$ cat src/rtl/wb_vmon_msg_arbiter.sv
// Round-robin arbiter packing N byte streams into 32-bit Wishbone writes to one vmon monitor address.
// Latency: grant 1 cycle after valid seen in IDLE; write issued the cycle after the 4th or last byte.
// Backpressure: ready only to the owner while collecting or draining; bus stalls until ACK/ERR/timeout.
module wb_vmon_msg_arbiter #(
    parameter int                       N_REQ         = 4,
    parameter int                       WB_ADDR_WIDTH = 32,
    parameter int                       WB_DATA_WIDTH = 32,
    parameter logic [WB_ADDR_WIDTH-1:0] ADDRESS       = '0,
    parameter int                       TIMEOUT       = 64
) (
    input  logic                       clk_i,
    input  logic                       rst_i,
    input  logic [N_REQ-1:0]           req_valid,
    input  logic [8*N_REQ-1:0]         req_data,
    input  logic [N_REQ-1:0]           req_last,
    output logic [N_REQ-1:0]           req_ready,
    output logic [N_REQ-1:0]           grant_o,
    output logic [WB_ADDR_WIDTH-1:0]   ADR,
    output logic [WB_DATA_WIDTH-1:0]   DAT_W,
    output logic [WB_DATA_WIDTH/8-1:0] SEL,
    output logic                       CYC,
    output logic                       STB,
    output logic                       WE,
    input  logic                       ACK,
    input  logic                       ERR,
    output logic                       busy_o,
    output logic                       err_o
);
    localparam int IW = (N_REQ > 1) ? $clog2(N_REQ) : 1;
    localparam int TW = $clog2(TIMEOUT + 1);

    typedef enum logic [2:0] {S_IDLE, S_COLLECT, S_WRITE, S_WRITE2, S_DRAIN} state_t;

    state_t                   r_state, w_state_nxt;
    logic [IW-1:0]            r_rr, r_gidx, w_pick, w_rr_nxt;
    logic [N_REQ-1:0]         r_grant;
    logic [2:0]               r_cnt;
    logic [WB_DATA_WIDTH-1:0] r_data;
    logic                     r_done, r_err;
    logic [TW-1:0]            r_tmo;
    logic                     w_any, w_vld, w_lst, w_acc, w_tmo, w_fail;
    logic [7:0]               w_byte;
    int                       w_sum;

    // First valid requester at or after the rr pointer; descending scan lets the nearest win.
    always_comb begin
        w_any  = 1'b0;
        w_pick = '0;
        w_sum  = 0;
        for (int k = N_REQ - 1; k >= 0; k--) begin
            w_sum = int'(r_rr) + k;
            if (w_sum >= N_REQ) w_sum = w_sum - N_REQ;
            if (req_valid[w_sum[IW-1:0]]) begin
                w_any  = 1'b1;
                w_pick = w_sum[IW-1:0];
            end
        end
    end

    assign w_rr_nxt = (w_pick == IW'(N_REQ - 1)) ? '0 : w_pick + 1'b1;
    assign w_vld    = req_valid[r_gidx];
    assign w_lst    = req_last[r_gidx];
    assign w_byte   = req_data[{r_gidx, 3'b000} +: 8];
    assign w_acc    = (r_state == S_COLLECT) && (r_cnt < 3'd4) && w_vld;
    assign w_tmo    = (r_tmo == TW'(TIMEOUT - 1));
    assign w_fail   = ERR || w_tmo;

    always_comb begin
        w_state_nxt = r_state;
        req_ready   = '0;
        CYC         = 1'b0;
        SEL         = '0;
        case (r_state)
            S_IDLE: begin
                if (w_any) w_state_nxt = S_COLLECT;
            end
            S_COLLECT: begin
                req_ready[r_gidx] = (r_cnt < 3'd4);
                if (w_acc && (w_lst || r_cnt == 3'd3)) w_state_nxt = S_WRITE;
            end
            S_WRITE: begin
                CYC = 1'b1;
                case (r_cnt)
                    3'd1:       SEL = 4'b0001;
                    3'd2, 3'd3: SEL = 4'b0011;
                    default:    SEL = 4'b1111;
                endcase
                if (w_fail)             w_state_nxt = r_done ? S_IDLE : S_DRAIN;
                else if (ACK) begin
                    if (r_cnt == 3'd3)  w_state_nxt = S_WRITE2;
                    else                w_state_nxt = r_done ? S_IDLE : S_COLLECT;
                end
            end
            S_WRITE2: begin
                CYC = 1'b1;
                SEL = 4'b0100;
                if (w_fail)   w_state_nxt = r_done ? S_IDLE : S_DRAIN;
                else if (ACK) w_state_nxt = r_done ? S_IDLE : S_COLLECT;
            end
            S_DRAIN: begin
                req_ready[r_gidx] = 1'b1;
                if (w_vld && w_lst) w_state_nxt = S_IDLE;
            end
            default: w_state_nxt = S_IDLE;
        endcase
    end

    always_ff @(posedge clk_i) begin
        if (rst_i) begin
            r_state <= S_IDLE;
            r_rr    <= '0;
            r_gidx  <= '0;
            r_grant <= '0;
            r_cnt   <= '0;
            r_data  <= '0;
            r_done  <= 1'b0;
            r_tmo   <= '0;
            r_err   <= 1'b0;
        end else begin
            r_state <= w_state_nxt;
            r_tmo   <= '0;
            if (r_state != S_IDLE && w_state_nxt == S_IDLE) r_grant <= '0;
            case (r_state)
                S_IDLE: begin
                    if (w_any) begin
                        r_gidx  <= w_pick;
                        r_grant <= N_REQ'(1) << w_pick;
                        r_rr    <= w_rr_nxt;
                        r_cnt   <= '0;
                        r_data  <= '0;
                        r_done  <= 1'b0;
                    end
                end
                S_COLLECT: begin
                    if (w_acc) begin
                        r_data[{r_cnt[1:0], 3'b000} +: 8] <= w_byte;
                        r_cnt <= r_cnt + 3'd1;
                        if (w_lst) r_done <= 1'b1;
                    end
                end
                S_WRITE, S_WRITE2: begin
                    if (w_fail) r_err <= 1'b1;
                    if (w_state_nxt == r_state) r_tmo <= r_tmo + 1'b1;
                    // Buffer survives only the split 3-byte write, whose lane 2 is still pending.
                    if (w_state_nxt != r_state && w_state_nxt != S_WRITE2) begin
                        r_cnt  <= '0;
                        r_data <= '0;
                    end
                end
                default: ;
            endcase
        end
    end

    assign grant_o = r_grant;
    assign ADR     = CYC ? ADDRESS : '0;
    assign STB     = CYC;
    assign WE      = CYC;
    assign DAT_W   = r_data;
    assign busy_o  = (r_state != S_IDLE);
    assign err_o   = r_err;
endmodule

$ cat config.mk
export PLATFORM = sky130hd
export DESIGN_NAME = wb_vmon_msg_arbiter
export DESIGN_NICKNAME = d
export VERILOG_FILES = /design/src/rtl/wb_vmon_msg_arbiter.sv
export SDC_FILE = /design/constraint.sdc
export NUM_CORES = 1
export LEC_CHECK = 0
export BUFFER_PORTS_ARGS = -buffer_cell sky130_fd_sc_hd__buf_2
export CORE_MARGIN = 3
export CORE_UTILIZATION = 51
export CTS_BUF_LIST = sky130_fd_sc_hd__clkbuf_4 sky130_fd_sc_hd__clkbuf_8
export DETAILED_ROUTE_END_ITERATION = 6
export GPL_ROUTABILITY_DRIVEN = 1
export GPL_TIMING_DRIVEN = 1
export HOLD_SLACK_MARGIN = 0.08
export PLACE_DENSITY_LB_ADDON = 0.05
export SYNTH_ARGS = -nofsm -noshare
export SYNTH_HDL_FRONTEND = slang
export SYNTH_SLANG_ARGS = --single-unit
$ cat constraint.sdc
create_clock -name clk_i -period 2.8 [get_ports clk_i]
set_input_delay 0.28 -clock clk_i [delete_from_list [all_inputs] [get_ports clk_i]]
set_output_delay 0.28 -clock clk_i [all_outputs]
set_load 0.05 [all_outputs]
# Yosys cells after proc, flatten, opt, wreduce, memory -nomap -nowiden
# Index checks and enable logic that the tools add are counted.
# op_classes
n_addsub,11
n_mul,0
div,0
magnitude_cmp,11
n_eq_ne,16
shifts,4
mux,58
bitwise_logic,3
reduce_logical,21
# op_table
operator,n
$mux W32,3
$pmux W32 S3,1
$mux W3,11
$bwmux W32,1
$shift A8 B7 Y32 const A,1
$shiftx A32 B6 Y8,1
$shiftx A8 B7 Y32,1
$pmux W4 S2,3
$mux W2,10
$mux W1,16
$lt A2 B3 Y1 const B,5
$pmux W3 S5,1
$bmux W1 S2,6
$eq A3 B2 Y1 const B,4
$mux W4,3
$ge A3 B3 Y1 const B,3
$pmux W3 S3,1
$reduce_and A4 Y1,2
$sub A2 B1 Y2 const B,4
$add A7 B1 Y7 const B,1
$eq A7 B6 Y1 const B,1
$logic_and A1 B1 Y1,7
$neg A5 Y7,1
$add A2 B2 Y3 const B,2
other kinds (26),35
# word_totals
ff_bits,55
latch_bits,0
mem_bits_rw,0
mem_bits_ro,0
input_bits,44
output_inout_bits,81
word_cells,133
mem_count,0

# Depth between registers and ports, before layout
# depth
ltp_word,16
ltp_mapped,7
depth_no_buf,7

# Least setup slack after synthesis
# Ideal clock, no wire load.
# synth_path
kind,reg2out
startpoint,register r_cnt[0]
endpoint,output port SEL[3]
arrival_time_ps,2381
required_time_ps,2520
path_slack_ps,139
path_stages_with_launch,4
n_path_buf,0
cell_sequence,dfxtp_1 -> ha_1 -> ha_1 -> nor4_1
# synth_via
elab_chain_cells,4
word_cells_on_any_way,6
cone_classes,3 x eq/ne; 2 x mux; 1 x reduce/logical
# synth_lines
element,line,source
start: declaration,37,logic [2:0] r_cnt;
start signal: assignment,137,r_cnt <= r_cnt + 3'd1;
$eq A3 B2 Y1,83,case (r_cnt)
$reduce_or A2 Y1,83,
$pmux W4 S2 (*),83,
$pmux W4 S2 (*),73,case (r_state)
end: declaration,20,"output logic [WB_DATA_WIDTH/8-1:0] SEL,"
# Mark *: on every way between the ends. The rest lies on a longest branch, timed or not.

# Final worst setup path
# layout_path
startpoint,register r_cnt[0]
endpoint,output port SEL[1]
# The elaborated chain is that of the path after synthesis.

==> impl_metrics.json <==
{
  "outcome": "completed",
  "hold_buffers": 0,
  "routedWlPerCell_um": 14.0,
  "worstPathRequired_ns": 2.52,
  "cts_buffers": 5,
  "grt_overflow": 0,
  "grtUsageTotal_pct": 19.2,
  "htree_levels": 2,
  "synth_area_leaders": "dfxtp_1, mux2i_1, buf_4",
  "timing.fmax_mhz": 426,
  "postRouteAntennaNets": 0,
  "synth.top_cell.area_share_pct": 33.9,
  "synthTopCellsByCount": "dfxtp_1, nand2_1, nand2b_1, buf_4, mux2i_1",
  "cts_resized": 0,
  "cts_sinks": 55,
  "setup_tns_ns": 0,
  "wirelength_mm": 7.11,
  "first_iter_violations": 80,
  "setup_viol_count_final": 0,
  "placementRows": 28,
  "final_layout_size_suffix_gt1_share_pct": 28.1,
  "synth_ff_type": "dfxtp_1",
  "clk_latency_ns": 0.31,
  "synthArstFlopShare_pct": 0,
  "grt_pass1_wl_mm": 11.3,
  "power_density_mw_per_mm2": 507,
  "seq_area_sq_mm": 0.00110,
  "crit_arrival_ns": 2.07,
  "drcViolationCount": 0,
  "clockBufferDepth": 2,
  "maxCapViolCount": 0,
  "first_pass_iters": 4,
  "slew_headroom_pct": 55.7,
  "via_count": 2563,
  "p_total_w": 0.00188,
  "viasPerCell": 5.04,
  "fin_skew_ns": 0.0117,
  "hold_viol_final": 0,
  "cts_root_buffer": "clkbuf_8",
  "area_growth_pct": 14.1,
  "path_clk_slew_ns": 0.11,
  "die_h_um": 85.8,
  "multi_input_area_sq_mm": 0.00190,
  "synth_top_area_cell": "dfxtp_1",
  "die_area_sq_mm": 0.00737,
  "crit_type": "flop to output pin",
  "vdd_drop_max_v": 0.000320,
  "fill_cells": 544,
  "grt_max_degree": 47,
  "start_util_pct": 53.6,
  "cellLeakagePower_nw": 1.67,
  "start_kind": "flop",
  "cts_tree": "built",
  "fin_crit_ns": 2.35,
  "hold_class": "input pin to flop",
  "io_pins": 125,
  "ys_ff_latch": 55,
  "grt_pass1_vias": 2417,
  "die_x_um": 85.8,
  "synth_cell_types": 52,
  "end_kind": "output pin",
  "period_share_pct": 83.8,
  "synth.most_common_cell": "dfxtp_1",
  "syn_area_per_cell_sq_um": 9.31,
  "tightest_slew_ns": 0.664,
  "yosysSeqAreaShare_pct": 33.9,
  "layout.nets": 488,
  "crit_fanout": 7,
  "core_area_sq_mm": 0.00606,
  "dp_hpwl_mm": 5.54,
  "grt_antenna_before_repair": 0,
  "synth_edf_count": 0,
  "synth_cells": 349,
  "syn-cell-area_sq_mm": 0.00325,
  "rsz0062_at_grt": "false",
  "gp_congestion": 0.862,
  "post-cts-setup-buffers": 0,
  "diodes": 0,
  "port_buffers": 92,
  "slew_viol_final": 0,
  "ys_warn_count": 0
}
==> per-stage QoR <==
step	cells	area [sq um]	hold slack, ns	setup slack (ns)	utilization [%]
6_report	509	3710	0.350	0.453	61.2
5_1_grt	509	3710	0.373	0.318	61.2
2_1_floorplan	380	3370	0.418	0.139	-
3_3_place_gp	501	3620	0.426	0.556	59.7
3_5_place_dp	501	3620	0.450	0.492	59.7
4_1_cts	509	3710	0.335	0.423	61.2
==> where the power goes <==
part	internal (W)	leakage (nW)	switching (W)
clock	0.000183	0.0452	0.000276
sequential	0.000812	0.445	0.0000331
combinational	0.000188	1.18	0.000388
total	0.00118	1.67	0.000697
==> final cells by class <==
| type | count | area share (%) |
|---|---|---|
| inverters | 11 | 1.11 |
| flip-flops and latches | 55 | 29.7 |
| multi-input cells | 265 | 51.1 |
| clock buffers | 5 | 1.85 |
| repair buffers | 95 | 13.0 |
| well taps | 75 | 2.53 |
| clock inverters | 3 | 0.675 |
==> routing by layer <==
layer  wire length (um)  global-route usage, %  up-vias
li1                   -                      -     1300
met1               3040                   24.0     1178
met2               3520                   33.0       77
met3                462                   4.23        8
met4                 91                   6.33        0
met5                  0                      0        -
==> worst max-delay path, stage by stage (launching register included) <==
cell,delay (ns)
dfxtp_1,0.45
ha_1,0.28
ha_1,0.29
nor2_1,0.06
a311oi_1,0.34
buf_2,0.33
==> state kept, by name (all words and copies together), names as in the netlist <==
name,count
r_state,3
r_gidx,2
err_o,1
grant_o,4
r_rr,2
r_done,1
DAT_W,32
r_cnt,3
r_tmo,7
==> path summary, 6_finish.rpt <==
kind                            cells after the start         to  slack (ns)       from
worst max register to register                      4  DAT_W[30]        0.47  r_gidx[1]
worst max-delay path                                5     SEL[1]        0.45   r_cnt[0]
worst min register to register                      1   r_tmo[0]        0.47   r_tmo[0]
worst min-delay path                                3   r_tmo[1]        0.35        ACK
==> cells by family (layout without fill, tap and decap cells) <==
| logic type | Yosys count | in the layout | share of synthesized area, % |
|---|---|---|---|
| and+or+nand+nor | 135 | 135 | 20.7 |
| buffers and inverters | 60 | 114 | 11.4 |
| DFF | 55 | 55 | 33.9 |
| muxes | 43 | 43 | 17.2 |
| AOI/OAI and AO/OA | 40 | 40 | 11.4 |
| adders and majority gates | 11 | 11 | 4.23 |
| xor gates and xnor gates | 4 | 4 | 1.08 |
| other | 1 | 32 | 0.115 |
==> placed cells by master (no fill, tap or decap), types with 5 or more instances in the layout <==
| cell type | netlist | final |
|---|---|---|
| buf_2 | 1 | 92 |
| dfxtp_1 | 55 | 55 |
| nand2_1 | 47 | 47 |
| nand2b_1 | 36 | 36 |
| mux2i_1 | 33 | 33 |
| conb_1 | 1 | 32 |
| nor2_1 | 26 | 26 |
| a21oi_1 | 11 | 11 |
| ha_1 | 11 | 11 |
| inv_1 | 10 | 10 |
| mux4_2 | 9 | 9 |
| clkbuf_8 | 0 | 5 |
(Power assumes the default switching activity.)
